[config.mk]
export PLATFORM = sky130hd
export DESIGN_NAME = dmem_arbiter_flat
export DESIGN_NICKNAME = d
export VERILOG_FILES = /design/src/rtl/dmem_arbiter_pkg.sv /design/src/rtl/dmem_arbiter_if.sv /design/src/rtl/dmem_arbiter_rr_pick.sv /design/src/rtl/dmem_arbiter.sv /design/src/flat_wrapper.sv
export SDC_FILE = /design/constraint.sdc
export NUM_CORES = 1
export LEC_CHECK = 0
export BUFFER_PORTS_ARGS = -buffer_cell sky130_fd_sc_hd__buf_4
export CORE_ASPECT_RATIO = 0.7
export CORE_MARGIN = 10
export CORE_UTILIZATION = 40
export DETAILED_ROUTE_END_ITERATION = 10
export PLACE_DENSITY_LB_ADDON = 0.08
export SYNTH_ARGS = -nofsm -noshare
export SYNTH_HDL_FRONTEND = slang
export SYNTH_SLANG_ARGS = --single-unit
[constraint.sdc]
create_clock -name CLK -period 3 [get_ports CLK]
set_clock_uncertainty 0.05 [all_clocks]
set_input_delay 0.3 -clock CLK [delete_from_list [all_inputs] [get_ports CLK]]
set_output_delay 0.3 -clock CLK [all_outputs]
set_load 0.05 [all_outputs]
[src/rtl/dmem_arbiter_pkg.sv]
// Shared types and constants for the data-memory arbiter.
package dmem_pkg;

  typedef enum logic [1:0] {
    IDLE  = 2'd0,
    LOCK0 = 2'd1,
    LOCK1 = 2'd2
  } arb_state_t;

  localparam int DMEM_WORDS  = 100;
  localparam int DMEM_DATA_W = 32;

  localparam logic PORT_CPU = 1'b0;
  localparam logic PORT_DBG = 1'b1;

endpackage

[src/rtl/dmem_arbiter_if.sv]
// Requester handshake and memory-side signals of the data-memory arbiter.
interface dmem_arbiter_if #(
  parameter int ADDR_W = 32,
  parameter int DATA_W = 32
);
  logic              req0, req1;
  logic              lock0, lock1;
  logic              we0, we1;
  logic [ADDR_W-1:0] addr0, addr1;
  logic [DATA_W-1:0] wdata0, wdata1;
  logic              gnt0, gnt1;
  logic              rvalid0, rvalid1;
  logic [DATA_W-1:0] rdata0, rdata1;
  logic              err0, err1;
  logic [ADDR_W-1:0] mem_A;
  logic [DATA_W-1:0] mem_WD;
  logic              mem_WE;
  logic [DATA_W-1:0] mem_RD;

  // Requesters and the memory itself
  modport master (
    output req0, req1, lock0, lock1, we0, we1, addr0, addr1, wdata0, wdata1, mem_RD,
    input  gnt0, gnt1, rvalid0, rvalid1, rdata0, rdata1, err0, err1,
           mem_A, mem_WD, mem_WE
  );

  // Arbiter
  modport slave (
    input  req0, req1, lock0, lock1, we0, we1, addr0, addr1, wdata0, wdata1, mem_RD,
    output gnt0, gnt1, rvalid0, rvalid1, rdata0, rdata1, err0, err1,
           mem_A, mem_WD, mem_WE
  );
endinterface

[src/rtl/dmem_arbiter_rr_pick.sv]
// Combinational winner select: round-robin when idle, owner-first when locked,
// with the waiting port forced through once the burst counter saturates.
module dmem_rr_pick
  import dmem_pkg::*;
#(
  parameter int MAX_BURST = 8,
  parameter int CNT_W     = 4
) (
  input  logic             req0,
  input  logic             req1,
  input  arb_state_t       state,
  input  logic             last,
  input  logic [CNT_W-1:0] burst_cnt,
  output logic             win_valid,
  output logic             win_port
);
  logic starve;

  // Pick the winning port; port 0 is reported when nobody requests
  always_comb begin
    starve    = (burst_cnt == CNT_W'(MAX_BURST));
    win_valid = req0 | req1;
    win_port  = PORT_CPU;
    case (state)
      LOCK0:   win_port = req1 & (~req0 | starve);
      LOCK1:   win_port = req1 & ~(req0 & starve);
      default: win_port = (req0 & req1) ? ~last : (req1 & ~req0);
    endcase
  end
endmodule

[src/rtl/dmem_arbiter.sv]
// Two-port arbiter in front of a single-port data memory: CPU on port 0,
// debug/loader on port 1. Grants combinationally, returns read data and
// out-of-range errors one cycle after the grant.
module dmem_arbiter
  import dmem_pkg::*;
#(
  parameter int ADDR_W    = 32,
  parameter int DATA_W    = DMEM_DATA_W,
  parameter int MEM_WORDS = DMEM_WORDS,
  parameter int MAX_BURST = 8
) (
  input logic           CLK,
  input logic           reset,
  dmem_arbiter_if.slave bus
);
  localparam int                CNT_W      = $clog2(MAX_BURST + 1);
  localparam logic [CNT_W-1:0]  CNT_MAX    = CNT_W'(MAX_BURST);
  localparam logic [ADDR_W:0]   ADDR_LIMIT = (ADDR_W + 1)'(MEM_WORDS);

  arb_state_t        state_q, state_d;
  logic              last_q, last_d;
  logic [CNT_W-1:0]  cnt_q, cnt_d;

  logic              pick_valid, pick_port;
  logic              grant, gnt0, gnt1;
  logic              win_we, win_lock, other_req, in_range;
  logic [ADDR_W-1:0] win_addr;
  logic [DATA_W-1:0] win_wdata;

  logic              rvalid0_q, rvalid1_q, err0_q, err1_q;
  logic [DATA_W-1:0] rdata0_q, rdata1_q;

  dmem_rr_pick #(
    .MAX_BURST (MAX_BURST),
    .CNT_W     (CNT_W)
  ) u_pick (
    .req0      (bus.req0),
    .req1      (bus.req1),
    .state     (state_q),
    .last      (last_q),
    .burst_cnt (cnt_q),
    .win_valid (pick_valid),
    .win_port  (pick_port)
  );

  // Route the winner's request to the memory; grants are masked during reset
  always_comb begin
    win_we    = bus.we0;
    win_lock  = bus.lock0;
    win_addr  = bus.addr0;
    win_wdata = bus.wdata0;
    other_req = bus.req1;
    if (pick_port == PORT_DBG) begin
      win_we    = bus.we1;
      win_lock  = bus.lock1;
      win_addr  = bus.addr1;
      win_wdata = bus.wdata1;
      other_req = bus.req0;
    end
    in_range   = ({1'b0, win_addr} < ADDR_LIMIT);
    grant      = pick_valid & reset;
    gnt0       = grant & (pick_port == PORT_CPU);
    gnt1       = grant & (pick_port == PORT_DBG);
    bus.gnt0   = gnt0;
    bus.gnt1   = gnt1;
    bus.mem_A  = win_addr;
    bus.mem_WD = win_wdata;
    bus.mem_WE = grant & win_we & in_range;
  end

  // Lock ownership, round-robin pointer and burst counter for the next cycle.
  // The counter includes the grant that takes the lock, so MAX_BURST locked
  // grants go through before the waiting port is forced in.
  always_comb begin
    state_d = IDLE;
    last_d  = last_q;
    cnt_d   = '0;
    if (grant) begin
      last_d = pick_port;
      if (win_lock) begin
        state_d = (pick_port == PORT_DBG) ? LOCK1 : LOCK0;
        if (other_req) begin
          if (state_q == state_d)
            cnt_d = (cnt_q == CNT_MAX) ? CNT_MAX : cnt_q + CNT_W'(1);
          else
            cnt_d = CNT_W'(1);
        end
      end
    end
  end

  // Arbitration state registers
  always_ff @(posedge CLK or negedge reset) begin
    if (!reset) begin
      state_q <= IDLE;
      last_q  <= PORT_DBG;
      cnt_q   <= '0;
    end else begin
      state_q <= state_d;
      last_q  <= last_d;
      cnt_q   <= cnt_d;
    end
  end

  // Read-data return and out-of-range error pulses
  always_ff @(posedge CLK or negedge reset) begin
    if (!reset) begin
      rvalid0_q <= 1'b0;
      rvalid1_q <= 1'b0;
      err0_q    <= 1'b0;
      err1_q    <= 1'b0;
      rdata0_q  <= '0;
      rdata1_q  <= '0;
    end else begin
      rvalid0_q <= gnt0 & ~win_we;
      rvalid1_q <= gnt1 & ~win_we;
      err0_q    <= gnt0 & ~in_range;
      err1_q    <= gnt1 & ~in_range;
      if (gnt0 && !win_we) rdata0_q <= in_range ? bus.mem_RD : '0;
      if (gnt1 && !win_we) rdata1_q <= in_range ? bus.mem_RD : '0;
    end
  end

  assign bus.rvalid0 = rvalid0_q;
  assign bus.rvalid1 = rvalid1_q;
  assign bus.rdata0  = rdata0_q;
  assign bus.rdata1  = rdata1_q;
  assign bus.err0    = err0_q;
  assign bus.err1    = err1_q;
endmodule

[src/flat_wrapper.sv]
// flat-port wrapper written by rule: the top's interface ports become plain ports
module dmem_arbiter_flat import dmem_pkg::*;
#(
  parameter int ADDR_W    = 32,
  parameter int DATA_W    = DMEM_DATA_W,
  parameter int MEM_WORDS = DMEM_WORDS,
  parameter int MAX_BURST = 8
)
  (CLK, reset, bus_req0, bus_req1, bus_lock0, bus_lock1, bus_we0, bus_we1, bus_addr0, bus_addr1, bus_wdata0, bus_wdata1, bus_mem_RD, bus_gnt0, bus_gnt1, bus_rvalid0, bus_rvalid1, bus_rdata0, bus_rdata1, bus_err0, bus_err1, bus_mem_A, bus_mem_WD, bus_mem_WE);
  dmem_arbiter_if #(.ADDR_W(ADDR_W), .DATA_W(DATA_W)) bus_i ();
  input logic CLK;
  input logic reset;
  input wire logic [$bits(bus_i.req0)-1:0] bus_req0;
  input wire logic [$bits(bus_i.req1)-1:0] bus_req1;
  input wire logic [$bits(bus_i.lock0)-1:0] bus_lock0;
  input wire logic [$bits(bus_i.lock1)-1:0] bus_lock1;
  input wire logic [$bits(bus_i.we0)-1:0] bus_we0;
  input wire logic [$bits(bus_i.we1)-1:0] bus_we1;
  input wire logic [$bits(bus_i.addr0)-1:0] bus_addr0;
  input wire logic [$bits(bus_i.addr1)-1:0] bus_addr1;
  input wire logic [$bits(bus_i.wdata0)-1:0] bus_wdata0;
  input wire logic [$bits(bus_i.wdata1)-1:0] bus_wdata1;
  input wire logic [$bits(bus_i.mem_RD)-1:0] bus_mem_RD;
  output wire logic [$bits(bus_i.gnt0)-1:0] bus_gnt0;
  output wire logic [$bits(bus_i.gnt1)-1:0] bus_gnt1;
  output wire logic [$bits(bus_i.rvalid0)-1:0] bus_rvalid0;
  output wire logic [$bits(bus_i.rvalid1)-1:0] bus_rvalid1;
  output wire logic [$bits(bus_i.rdata0)-1:0] bus_rdata0;
  output wire logic [$bits(bus_i.rdata1)-1:0] bus_rdata1;
  output wire logic [$bits(bus_i.err0)-1:0] bus_err0;
  output wire logic [$bits(bus_i.err1)-1:0] bus_err1;
  output wire logic [$bits(bus_i.mem_A)-1:0] bus_mem_A;
  output wire logic [$bits(bus_i.mem_WD)-1:0] bus_mem_WD;
  output wire logic [$bits(bus_i.mem_WE)-1:0] bus_mem_WE;
  assign bus_i.req0 = bus_req0;
  assign bus_i.req1 = bus_req1;
  assign bus_i.lock0 = bus_lock0;
  assign bus_i.lock1 = bus_lock1;
  assign bus_i.we0 = bus_we0;
  assign bus_i.we1 = bus_we1;
  assign bus_i.addr0 = bus_addr0;
  assign bus_i.addr1 = bus_addr1;
  assign bus_i.wdata0 = bus_wdata0;
  assign bus_i.wdata1 = bus_wdata1;
  assign bus_i.mem_RD = bus_mem_RD;
  assign bus_gnt0 = bus_i.gnt0;
  assign bus_gnt1 = bus_i.gnt1;
  assign bus_rvalid0 = bus_i.rvalid0;
  assign bus_rvalid1 = bus_i.rvalid1;
  assign bus_rdata0 = bus_i.rdata0;
  assign bus_rdata1 = bus_i.rdata1;
  assign bus_err0 = bus_i.err0;
  assign bus_err1 = bus_i.err1;
  assign bus_mem_A = bus_i.mem_A;
  assign bus_mem_WD = bus_i.mem_WD;
  assign bus_mem_WE = bus_i.mem_WE;
  dmem_arbiter #(.ADDR_W(ADDR_W), .DATA_W(DATA_W), .MEM_WORDS(MEM_WORDS), .MAX_BURST(MAX_BURST)) u_core (.CLK(CLK), .reset(reset), .bus(bus_i));
endmodule
; ---- Word-level counts from Yosys, hierarchy flattened
; Cells that the tools add are included.
[word_totals]
regBits = 75
wordCells = 56
[classes]
n_addsub = 1
n_lt_le_gt_ge = 1
n_eq_ne = 4
mux = 16
n_bitwise = 22
reduce_logical = 3
[ops]
columns = op, count
row1 = $mux 32, 3
row2 = $lt 32x7->1 const B, 1
row3 = $mux 4, 5
row4 = $and 1x1->1, 14
row5 = $mux 2, 3
row6 = $not 1->1, 6
row7 = $add 4x1->4 const B, 1
row8 = $eq 4x4->1 const B, 1
row9 = $mux 1, 4
row10 = $eq 2x1->1 const B, 1
row11 = $eq 2x2->1, 1
row12 = $eq 2x2->1 const B, 1
row13 = $logic_and 1x1->1, 2
row14 = $or 1x1->1, 2
row15 = $pmux 1 s2, 1
row16 = $logic_not 1->1, 1

; ---- Logic depth before layout (Yosys ltp)
; Gate-level depths: netlist (run 1).
[logic_depth]
ltp_word = 11
ltp_mapped = 10

; ---- Cells and area by module
; A second synthesis (run 1) with hierarchy kept.
[unflattened]
cells_unflattened = 575
area_unflattened_um2 = 5270.1
[by_module_without_submodules]
columns = module, n_inst, cells_per_inst, area_per_inst_um2, seq_area_each_um2
row1 = dmem_arbiter, 1, 567, 5191.2, 1878.1
row2 = dmem_rr_pick, 1, 8, 78.8, 0.0

; ---- Worst setup path before layout (run 1)
; No wires, ideal clock.
[synth_timing]
path_type = flip-flop to output port
startpoint = register u_core.cnt_q[0]
endpoint = output bus_mem_WE
arrival_time_ns = 2.579
required_ns = 2.650
slack_ns = 0.071
path_stages_with_launch = 9
cell_sequence = dfrtp_1 > inv_1 > ha_1 > and3b_1 > mux2i_4 > nand2_1 > buf_2 > or3_1 > a21oi_1
[synth_via]
elab_chain_cells = 8
elab_cells_between_ends = 12
classes_between = order compare: 1 / eq/ne: 1 / mux: 3 / bitwise: 7
[synth_lines]
columns = element, line_no
row1 = start: declaration, dmem_arbiter.sv:22  ; logic [CNT_W-1:0] cnt_q, cnt_d;
row2 = start signal: assignment, dmem_arbiter.sv:101  ; cnt_q <= cnt_d;
row3 = $eq 4x4->1 *, dmem_arbiter_rr_pick.sv:21  ; starve = (burst_cnt == CNT_W'(MAX_BURST));
row4 = $and 1x1->1, dmem_arbiter_rr_pick.sv:26  ; LOCK1: win_port = req1 & ~(req0 & starve);
row5 = $not 1->1, dmem_arbiter_rr_pick.sv:26
row6 = $and 1x1->1, dmem_arbiter_rr_pick.sv:26
row7 = $pmux 1 s2 *, dmem_arbiter_rr_pick.sv:24  ; case (state)
row8 = $mux 32 or $mux 1 (tied branches), dmem_arbiter.sv:53  ; if (pick_port == PORT_DBG) begin
row9 = $lt 32x7->1 or $and 1x1->1 (tied branches), "dmem_arbiter.sv:60, dmem_arbiter.sv:68"
row10 = $and 1x1->1 *, dmem_arbiter.sv:68  ; bus.mem_WE = grant & win_we & in_range;
row11 = end: declaration, flat_wrapper.sv:34  ; output wire logic [$bits(bus_i.mem_WE)-1:0] bus_mem_WE;
; Every way passes the cells marked *; elsewhere a longest branch is shown, timed or not.

; ---- Worst setup path in the final report (run 1)
[layout_timing]
startpoint = register u_core.state_q[1]
endpoint = output bus_mem_WE
[layout_via]
elab_chain_cells = 5
elab_cells_between_ends = 8
classes_between = order compare: 1 / eq/ne: 2 / mux: 3 / bitwise: 2
[layout_lines]
columns = element, line_no
row1 = start: declaration, dmem_arbiter.sv:20  ; arb_state_t state_q, state_d;
row2 = start signal: assignment, dmem_arbiter.sv:99  ; state_q <= state_d;
row3 = $eq 2x2->1 or $eq 2x1->1 (tied branches), dmem_arbiter_rr_pick.sv:24
row4 = $pmux 1 s2 *, dmem_arbiter_rr_pick.sv:24
row5 = $mux 32 or $mux 1 (tied branches), dmem_arbiter.sv:53
row6 = $lt 32x7->1 or $and 1x1->1 (tied branches), "dmem_arbiter.sv:60, dmem_arbiter.sv:68"
row7 = $and 1x1->1 *, dmem_arbiter.sv:68
; Marked as above.

==> impl_metrics.ini, run 1 <==
[run_status]
status = complete, no violations

[timing]
setup_viol = 0
rsz0062_at_grt = no
worst_slew_pin_slew_ps = 851
hold_viol_final = 0
finalSetupTns_ps = 0
period_needed_ps = 2910
slew_violations = 0
fin_crit_sh_pct = 96.9
max_freq_ghz = 0.344
slew_headroom_pct = 42.7

[synth]
ys_seq_area_share_pct = 45.7
synth_top_family_by_area = simple AND/OR/NAND/NOR gates
synth-edff-count = 0
yosys_most_used_dff = dfrtp_1
synth_adder_area_share_pct = 0.913
synthesis.nets = 575
async_flop_share_pct = 100
netlist_area_mm2 = 0.00411
avgSynthCellArea_um2 = 10.2
muxShareOfSynthArea_pct = 10.2
synthXorXnorAreaFrac_pct = 0.213
synth-compound-area-share_pct = 17.4
synth_cells = 404
ys_warn_count = 0
synth_simple_gate_area_share_pct = 21.1
synth-seq-cells = 75
ys_types = 49

[worst_setup_path]
critPathKind = reg2out
r2r-end = u_core.bus.rdata0[0]
arrival_ps = 2560
rr_worst_depth = 8
cp-end-kind = primary output
cp_max_fo = 19
r2r_slack_ps = 570
critPathRequiredTime_ps = 2650
startpoint_type = flip-flop
reg2reg_from = u_core.state_q[1]

[power_and_ir_drop]
internal-power_mw = 2.08
ir_drop_mv = 0.381
p_sw_mw = 1.05
cellLeakagePower_nw = 3.66
combPwrFrac_pct = 32.8
swShare_pct = 33.5
p_per_area_mw_per_mm2 = 454
pwr-share-clk_pct = 34.5
seqPwrFrac_pct = 32.7

[placed_design]
dp_hpwl_um = 15300
gp_congestion = 0.953
io_buffers = 302
postPlaceCellArea_mm2 = 0.00652

[clocking]
clock-root-buffer = clkbuf_16
cts_tree = built
cts.sinks = 75
cts_buffers = 9
clock_latency_ps = 330
path_clk_slew_ps = 60
ctsHtreeMaxLevel = 3
cts_buffer_depth = 2

[grt]
grt_pass1_vias = 4670
grt_overflow = 0
antenna_found_initial = 1
grt_first_pass_wirelength_um = 28300
grt_max_degree = 55
track_usage_pct = 24.1

[cells_and_area]
n_antenna_cell = 0
nFillCells = 794
mostFrequentLayoutCell = buf_4
nets = 876
drive_gt1_share_pct = 58.3
seq_area_mm2 = 0.00188
final_cell_mix = buf_4, nand2_1, dfrtp_1, and2_1, mux2_2
area_growth_pct = 67.8
multi_input_area_mm2 = 0.00208
final_area_mm2 = 0.00690

[floorplan]
rows = 30
die_x_um = 141
die_y_um = 105
ioPinCount = 303
die_area_mm2 = 0.0148
start_util_pct = 41.7
core_area_mm2 = 0.00987

[drt]
ant_nets = 0
wirelength_um = 18900
num_vias = 4481
drcViolationCount = 0
vias_per_cell = 5.35
drt-wirelength-per-cell_um = 22.6
first_pass_iters = 5
drt_iter0_drc = 325

[min_path]
hold_depth = 2
hp-class = in2reg
hp-start = bus_mem_RD[6]
min_to = u_core.bus.rdata0[6]

[job]
drv_cap = 0
## metrics by stage
step / cells / hold WS (ps) / total power, mW / utilization [%] / worst slack (ps)
detailed placement: 816 / 181 / 2.06 / 66.1 / 262
global route: 837 / 155 / 3.24 / 69.9 / 13.5
finish: 837 / 160 / 3.13 / 69.9 / 94.3
floorplan: 404 / -45.6 / 1.62 / - / 71.4
CTS: 833 / 149 / 3.14 / 69.4 / 19.0
global placement: 816 / 173 / 2.05 / 66.1 / 370
## power by group through the flow
| stage | logic (mW) | clock network [mW] | registers, mW |
|---|---|---|---|
| 2_1_floorplan | 0.567 | 0 | 1.05 |
| 3_3_place_gp | 1.00 | 0 | 1.04 |
| 3_5_place_dp | 1.01 | 0 | 1.04 |
| 4_1_cts | 1.02 | 1.10 | 1.02 |
| 5_1_grt | 1.08 | 1.14 | 1.02 |
| 6_report | 1.03 | 1.08 | 1.02 |
## critical path: stages (launching register included)
cell and delay [ps]:
dfrtp_1 450, ha_4 320, and3b_1 220, mux2i_4 200, nand2_4 100, buf_6 170
or3_1 380, a21oi_1 150, buf_4 230
## flip-flops by register name, summed over array words and instances (netlist names)
signal,cells
u_core.bus.err1,1
u_core.bus.err0,1
u_core.bus.rvalid1,1
u_core.cnt_q,4
u_core.bus.rdata1,32
u_core.bus.rdata0,32
u_core.bus.rvalid0,1
u_core.last_q,1
u_core.state_q,2
## Yosys cell counts, types with 3 or more instances
| cell type | count | area share (%) |
|---|---|---|
| nand2_1 | 98 | 8.9 |
| dfrtp_1 | 74 | 45 |
| and2_1 | 34 | 5.2 |
| mux2_2 | 34 | 9.3 |
| a32o_1 | 32 | 7.8 |
| a31o_2 | 30 | 6.4 |
| buf_2 | 14 | 1.7 |
| nor4_1 | 9 | 1.4 |
| clkbuf_1 | 8 | 0.73 |
| inv_1 | 7 | 0.64 |
| nand3_1 | 6 | 0.73 |
| nor2_1 | 6 | 0.55 |
| buf_4 | 3 | 0.55 |
| buf_6 | 3 | 0.82 |
| ha_1 | 3 | 0.91 |
| nor3_1 | 3 | 0.36 |
## final cells by class
type | instances | share of cell area, %
Inverter | 7 | 0.381
Sequential cell | 75 | 27.2
Timing Repair Buffer | 319 | 35.5
Clock inverter | 4 | 0.725
Tap cell | 128 | 2.32
Multi-Input combinational cell | 293 | 30.2
Clock buffer | 11 | 3.66
## cell families after synthesis
| kind of cell | after synthesis |
|---|---|
| simple gates | 174 |
| compound gates | 79 |
| flops | 75 |
| buf+inv | 36 |
| mux | 36 |
| fa+ha+maj | 3 |
| xor+xnor | 1 |
## repair_timing
item | in CTS | in global routing
endpoints found under the setup margin | 35 | 7
hold buffers | 1 | 0
pin swaps | 0 | 0
setup buffers | 1 | 4
resized for setup | 1 | 4
endpoints found under the hold margin | 20 | 0
## worst max path at each step
| stage | start | to | slack (ps) |
|---|---|---|---|
| 6_report | u_core.state_q[1] | bus_mem_WE | 90 |
| 5_1_grt | u_core.cnt_q[0] | bus_mem_WE | 10 |
| 4_1_cts | u_core.cnt_q[0] | bus_mem_WE | 20 |
| 3_5_place_dp | u_core.state_q[0] | bus_mem_WD[29] | 260 |
| 3_3_place_gp | u_core.cnt_q[0] | bus_mem_WE | 370 |
| 2_1_floorplan | u_core.cnt_q[0] | bus_mem_WE | 70 |
## per-layer routing
metal | global-route usage [%] | up-vias | wire [µm]
li1 | - | 2074 | -
met1 | 27.5 | 2149 | 7100
met2 | 41.0 | 218 | 9400
met3 | 8.82 | 38 | 1950
met4 | 7.06 | 2 | 429
met5 | 0 | - | 12
Power figures use the tool's default switching activity.
==> run 2: changes to the inputs <==
--- a/config.mk
+++ b/config.mk
@@ -8,7 +8,7 @@
 export BUFFER_PORTS_ARGS = -buffer_cell sky130_fd_sc_hd__buf_4
 export CORE_ASPECT_RATIO = 0.7
 export CORE_MARGIN = 10
-export CORE_UTILIZATION = 40
+export CORE_UTILIZATION = 41
 export DETAILED_ROUTE_END_ITERATION = 10
 export PLACE_DENSITY_LB_ADDON = 0.08
 export SYNTH_ARGS = -nofsm -noshare
==> impl_metrics.ini, run 2 (synthesis results as in run 1) <==
[run_status]
status = complete, no violations

[floorplan]
die_area_mm2 = 0.0145
rows = 30
start_util_pct = 42.3
die_y_um = 104
ioPinCount = 303
die_x_um = 140
core_area_mm2 = 0.00972

[worst_setup_path]
reg2reg_from = u_core.state_q[0]
cp-end-kind = primary output
cp_slowest_cell = dfrtp_1
critPathRequiredTime_ps = 2650
cp_max_fo = 13
critPathKind = reg2out
max_stage_delay_ps = 390
timing.critical_path.from = u_core.state_q[0]
arrival_ps = 2540
path_cells = inv_1 -> ha_1 -> and3b_1 -> mux2i_4 -> nand2_4 -> or3_1 -> a21oi_1 -> buf_4
startpoint_type = flip-flop

[grt]
track_usage_pct = 24.5
grt_first_pass_wirelength_um = 28500
grt_overflow = 0
grt_max_degree = 42
antenna_found_initial = 0
grt_pass1_vias = 4636

[clocking]
ctsHtreeMaxLevel = 3
cts_buffer_depth = 2
clock-root-buffer = clkbuf_16
cts_tree = built
clock_latency_ps = 330
cts_hold_buf = 0
path_clk_slew_ps = 50
cts_buffers = 9
cts.sinks = 75

[timing]
rsz0062_at_grt = yes
hold_viol_final = 0
setup_ws_ps = 113
setup_viol = 0
period_needed_ps = 2890
finalSetupTns_ps = 0
worst_slew_pin_slew_ps = 847
slew_violations = 0
max_freq_ghz = 0.346
slew_headroom_pct = 43.4
fin_crit_sh_pct = 96.2

[cells_and_area]
drive_gt1_share_pct = 57.6
mostFrequentLayoutCell = buf_4
n_antenna_cell = 0
nets = 872
final_cell_mix = buf_4, nand2_1, dfrtp_1, and2_1, mux2_2
area_growth_pct = 65.1

[drt]
num_vias = 4485
ant_nets = 0
vias_per_cell = 5.38
first_pass_iters = 5
drt_iter0_drc = 252
drcViolationCount = 0
wirelength_um = 18800
drt-wirelength-per-cell_um = 22.6

[placed_design]
gp_congestion = 0.990
post-place-ws_ps = 256
dp_hpwl_um = 15400
io_buffers = 302

[job]
drv_cap = 0

[power_and_ir_drop]
p_per_area_mw_per_mm2 = 445
cellLeakagePower_nw = 3.62
ir_drop_mv = 0.410

[min_path]
hp-class = in2async
==> run 2: per-layer routing <==
layer	share of wire (%)	vias to the layer above	GRT usage, %
met4	1.9	0	6.91
met3	9.4	30	9.31
met5	0	-	0
met1	39	2169	28.9
met2	49	222	40.5
li1	-	2064	-
==> run 2: stage by stage <==
stage | area, µm² | util, % | total power, mW | hold slack, ps | cells
6_report | 6790 | 69.8 | 3.02 | 31.8 | 834
5_1_grt | 6790 | 69.8 | 3.15 | 69.6 | 834
4_1_cts | 6780 | 69.7 | 3.05 | 40.1 | 833
3_5_place_dp | 6490 | 66.8 | 2.06 | 394 | 817
3_3_place_gp | 6490 | 66.8 | 2.05 | 396 | 817
2_1_floorplan | 4110 | - | 1.62 | -45.6 | 404
==> run 2: final cells by class <==
| class | instances | area (µm²) |
|---|---|---|
| fill | 760 | 2930 |
| sequential | 75 | 1880 |
| clock buffer | 14 | 264 |
| inverter | 7 | 26.3 |
| tap | 128 | 160 |
| timing repair buffer | 315 | 2380 |
| clock inverter | 2 | 10.0 |
| multi-input combinational | 293 | 2070 |
==> run 2: power by group <==
part           switching, mW  internal [mW]
Clock                  0.374          0.602
Sequential           0.00368           1.02
Combinational          0.646          0.375
Total                   1.02           2.00
==> run 2: repair_timing <==
item	CTS	global route
gates resized for setup	2	2
pin swaps	0	0
setup buffers	0	1
endpoints found under the setup margin	32	20
==> run 2: worst paths after layout <==
path                       cells past startpoint  slack (ps)               endpoint
max                                            8         110             bus_mem_WE
min reg2reg                                    1         440   u_core.bus.rdata1[6]
max reg2reg                                    7         430   u_core.bus.rdata1[0]
max in group asynchronous                      3        1970  u_core.bus.rdata1[26]
min in group CLK                               2         160      u_core.state_q[1]
min                                            2          30   u_core.bus.rdata0[8]
==> run 2: worst max-delay path, delay by kind of cell, from the launching register on <==
kind,cells,cell delay (ps)
flops,1,390
fa+ha+maj,1,330
buf+inv,2,290
mux,1,240
compound gates,1,160
simple gates,3,800
==> run 3: changes to the inputs <==
--- a/config.mk
+++ b/config.mk
@@ -5,11 +5,11 @@
 export SDC_FILE = /design/constraint.sdc
 export NUM_CORES = 1
 export LEC_CHECK = 0
+export ABC_CLOCK_PERIOD_IN_PS = 3000
 export BUFFER_PORTS_ARGS = -buffer_cell sky130_fd_sc_hd__buf_4
-export CORE_ASPECT_RATIO = 0.7
-export CORE_MARGIN = 10
-export CORE_UTILIZATION = 41
+export CORE_AREA = 2 2 116 118
 export DETAILED_ROUTE_END_ITERATION = 10
+export DIE_AREA = 0 0 118 120
 export PLACE_DENSITY_LB_ADDON = 0.08
 export SYNTH_ARGS = -nofsm -noshare
 export SYNTH_HDL_FRONTEND = slang
==> impl_metrics.ini, run 3 (synthesis results as in run 1) <==
[power_and_ir_drop]
design_power_total_mw = 3.13
p_per_area_mw_per_mm2 = 454
cellLeakagePower_nw = 3.63
ir_drop_mv = 0.300

[cells_and_area]
final_area_mm2 = 0.00689
area_growth_pct = 67.6
mostFrequentLayoutCell = buf_4
fin_cells = 880
nets = 871
n_antenna_cell = 0
drive_gt1_share_pct = 57.7
utilization_pct = 53.1
final_cell_mix = buf_4, nand2_1, dfrtp_1, and2_1, mux2_2

[clocking]
clock_latency_ps = 330
path_clk_slew_ps = 60
cts.sinks = 75
cts_buffers = 9
cts_tree = built
clock-root-buffer = clkbuf_16
cts_buffer_depth = 2
ctsHtreeMaxLevel = 3

[placed_design]
post-place-ws_ps = 282
io_buffers = 302
gp_congestion = 0.842
postPlaceCellArea_mm2 = 0.00655
numPlacedInstances = 863
dp_hpwl_um = 13600

[timing]
worst_slew_pin_slew_ps = 851
slew_headroom_pct = 43.1
setup_ws_ps = 143
finalSetupTns_ps = 0
hold_viol_final = 0
slew_violations = 0
period_needed_ps = 2860
rsz0062_at_grt = no
whs_ps = 152
setup_viol = 0
fin_crit_sh_pct = 95.2
max_freq_ghz = 0.350

[drt]
wirelength_um = 17600
ant_nets = 0
first_pass_iters = 4
num_vias = 4430
vias_per_cell = 5.03
drcViolationCount = 0
drt_iter0_drc = 292
drt-wirelength-per-cell_um = 20.0

[grt]
antenna_found_initial = 0
grt_overflow = 0
grt_pass1_vias = 4557
grt_first_pass_wirelength_um = 26500
grt_max_degree = 66
track_usage_pct = 24.3

[floorplan]
start_util_pct = 31.7
ioPinCount = 303
core_area_mm2 = 0.0130
die_area_mm2 = 0.0142
die_x_um = 118
rows = 42
die_y_um = 120

[job]
drv_cap = 0

[worst_setup_path]
critPathRequiredTime_ps = 2650
cp-end-kind = primary output
critPathKind = reg2out
startpoint_type = flip-flop
arrival_ps = 2510
cp_max_fo = 6

[run_status]
status = complete, no violations

[min_path]
hp-class = in2reg
run 3: path summary, 6_finish.rpt:
kind | from | to | slack, ps | cells after the start
setup reg to reg | u_core.state_q[0] | u_core.bus.rdata1[23] | 400 | 7
min in group asynchronous | reset | u_core.state_q[1] | 320 | 2
hold / removal | bus_lock1 | u_core.state_q[1] | 150 | 2
max in group asynchronous | reset | u_core.bus.rdata1[8] | 1490 | 3
hold reg to reg | u_core.bus.rdata1[28] | u_core.bus.rdata1[28] | 440 | 1
setup / recovery | u_core.state_q[0] | bus_mem_WE | 140 | 8
run 3: repair_timing:
action / CTS / global route
resized for setup: 1 / 2
setup buffers: 0 / 0
gates cloned: 0 / 1
setup endpoints to repair: 24 / 5
hold endpoints to repair: 10 / 0
hold buffers: 1 / 0
run 3: worst max-delay path: stages, from the launching register on:
cell	delay, ps
dfrtp_1	390
inv_1	60
ha_1	350
and3b_1	230
mux2i_4	250
nand2_4	130
or3_1	380
a21oi_1	160
buf_4	230
run 3: area by class of cell:
class,count,area (µm²)
Clock buffer,9,225
Clock inverter,6,65.1
Fill cell,1225,6090
Multi-Input combinational cell,293,2070
Timing Repair Buffer,314,2400
Sequential cell,75,1880
Tap cell,176,220
Inverter,7,26.3
run 3: power breakdown:
part	internal [mW]	switching, mW
Sequential	1.02	0.00367
Combinational	0.382	0.656
Clock	0.640	0.428
Total	2.04	1.09
run 3: routing by layer:
layer	vias to the layer above	track usage, %	part of all wire (%)
met1	2173	30.7	40
met2	179	41.8	51
met4	0	5.95	1.6
met3	19	5.99	6.6
li1	2059	-	-
met5	-	0	0
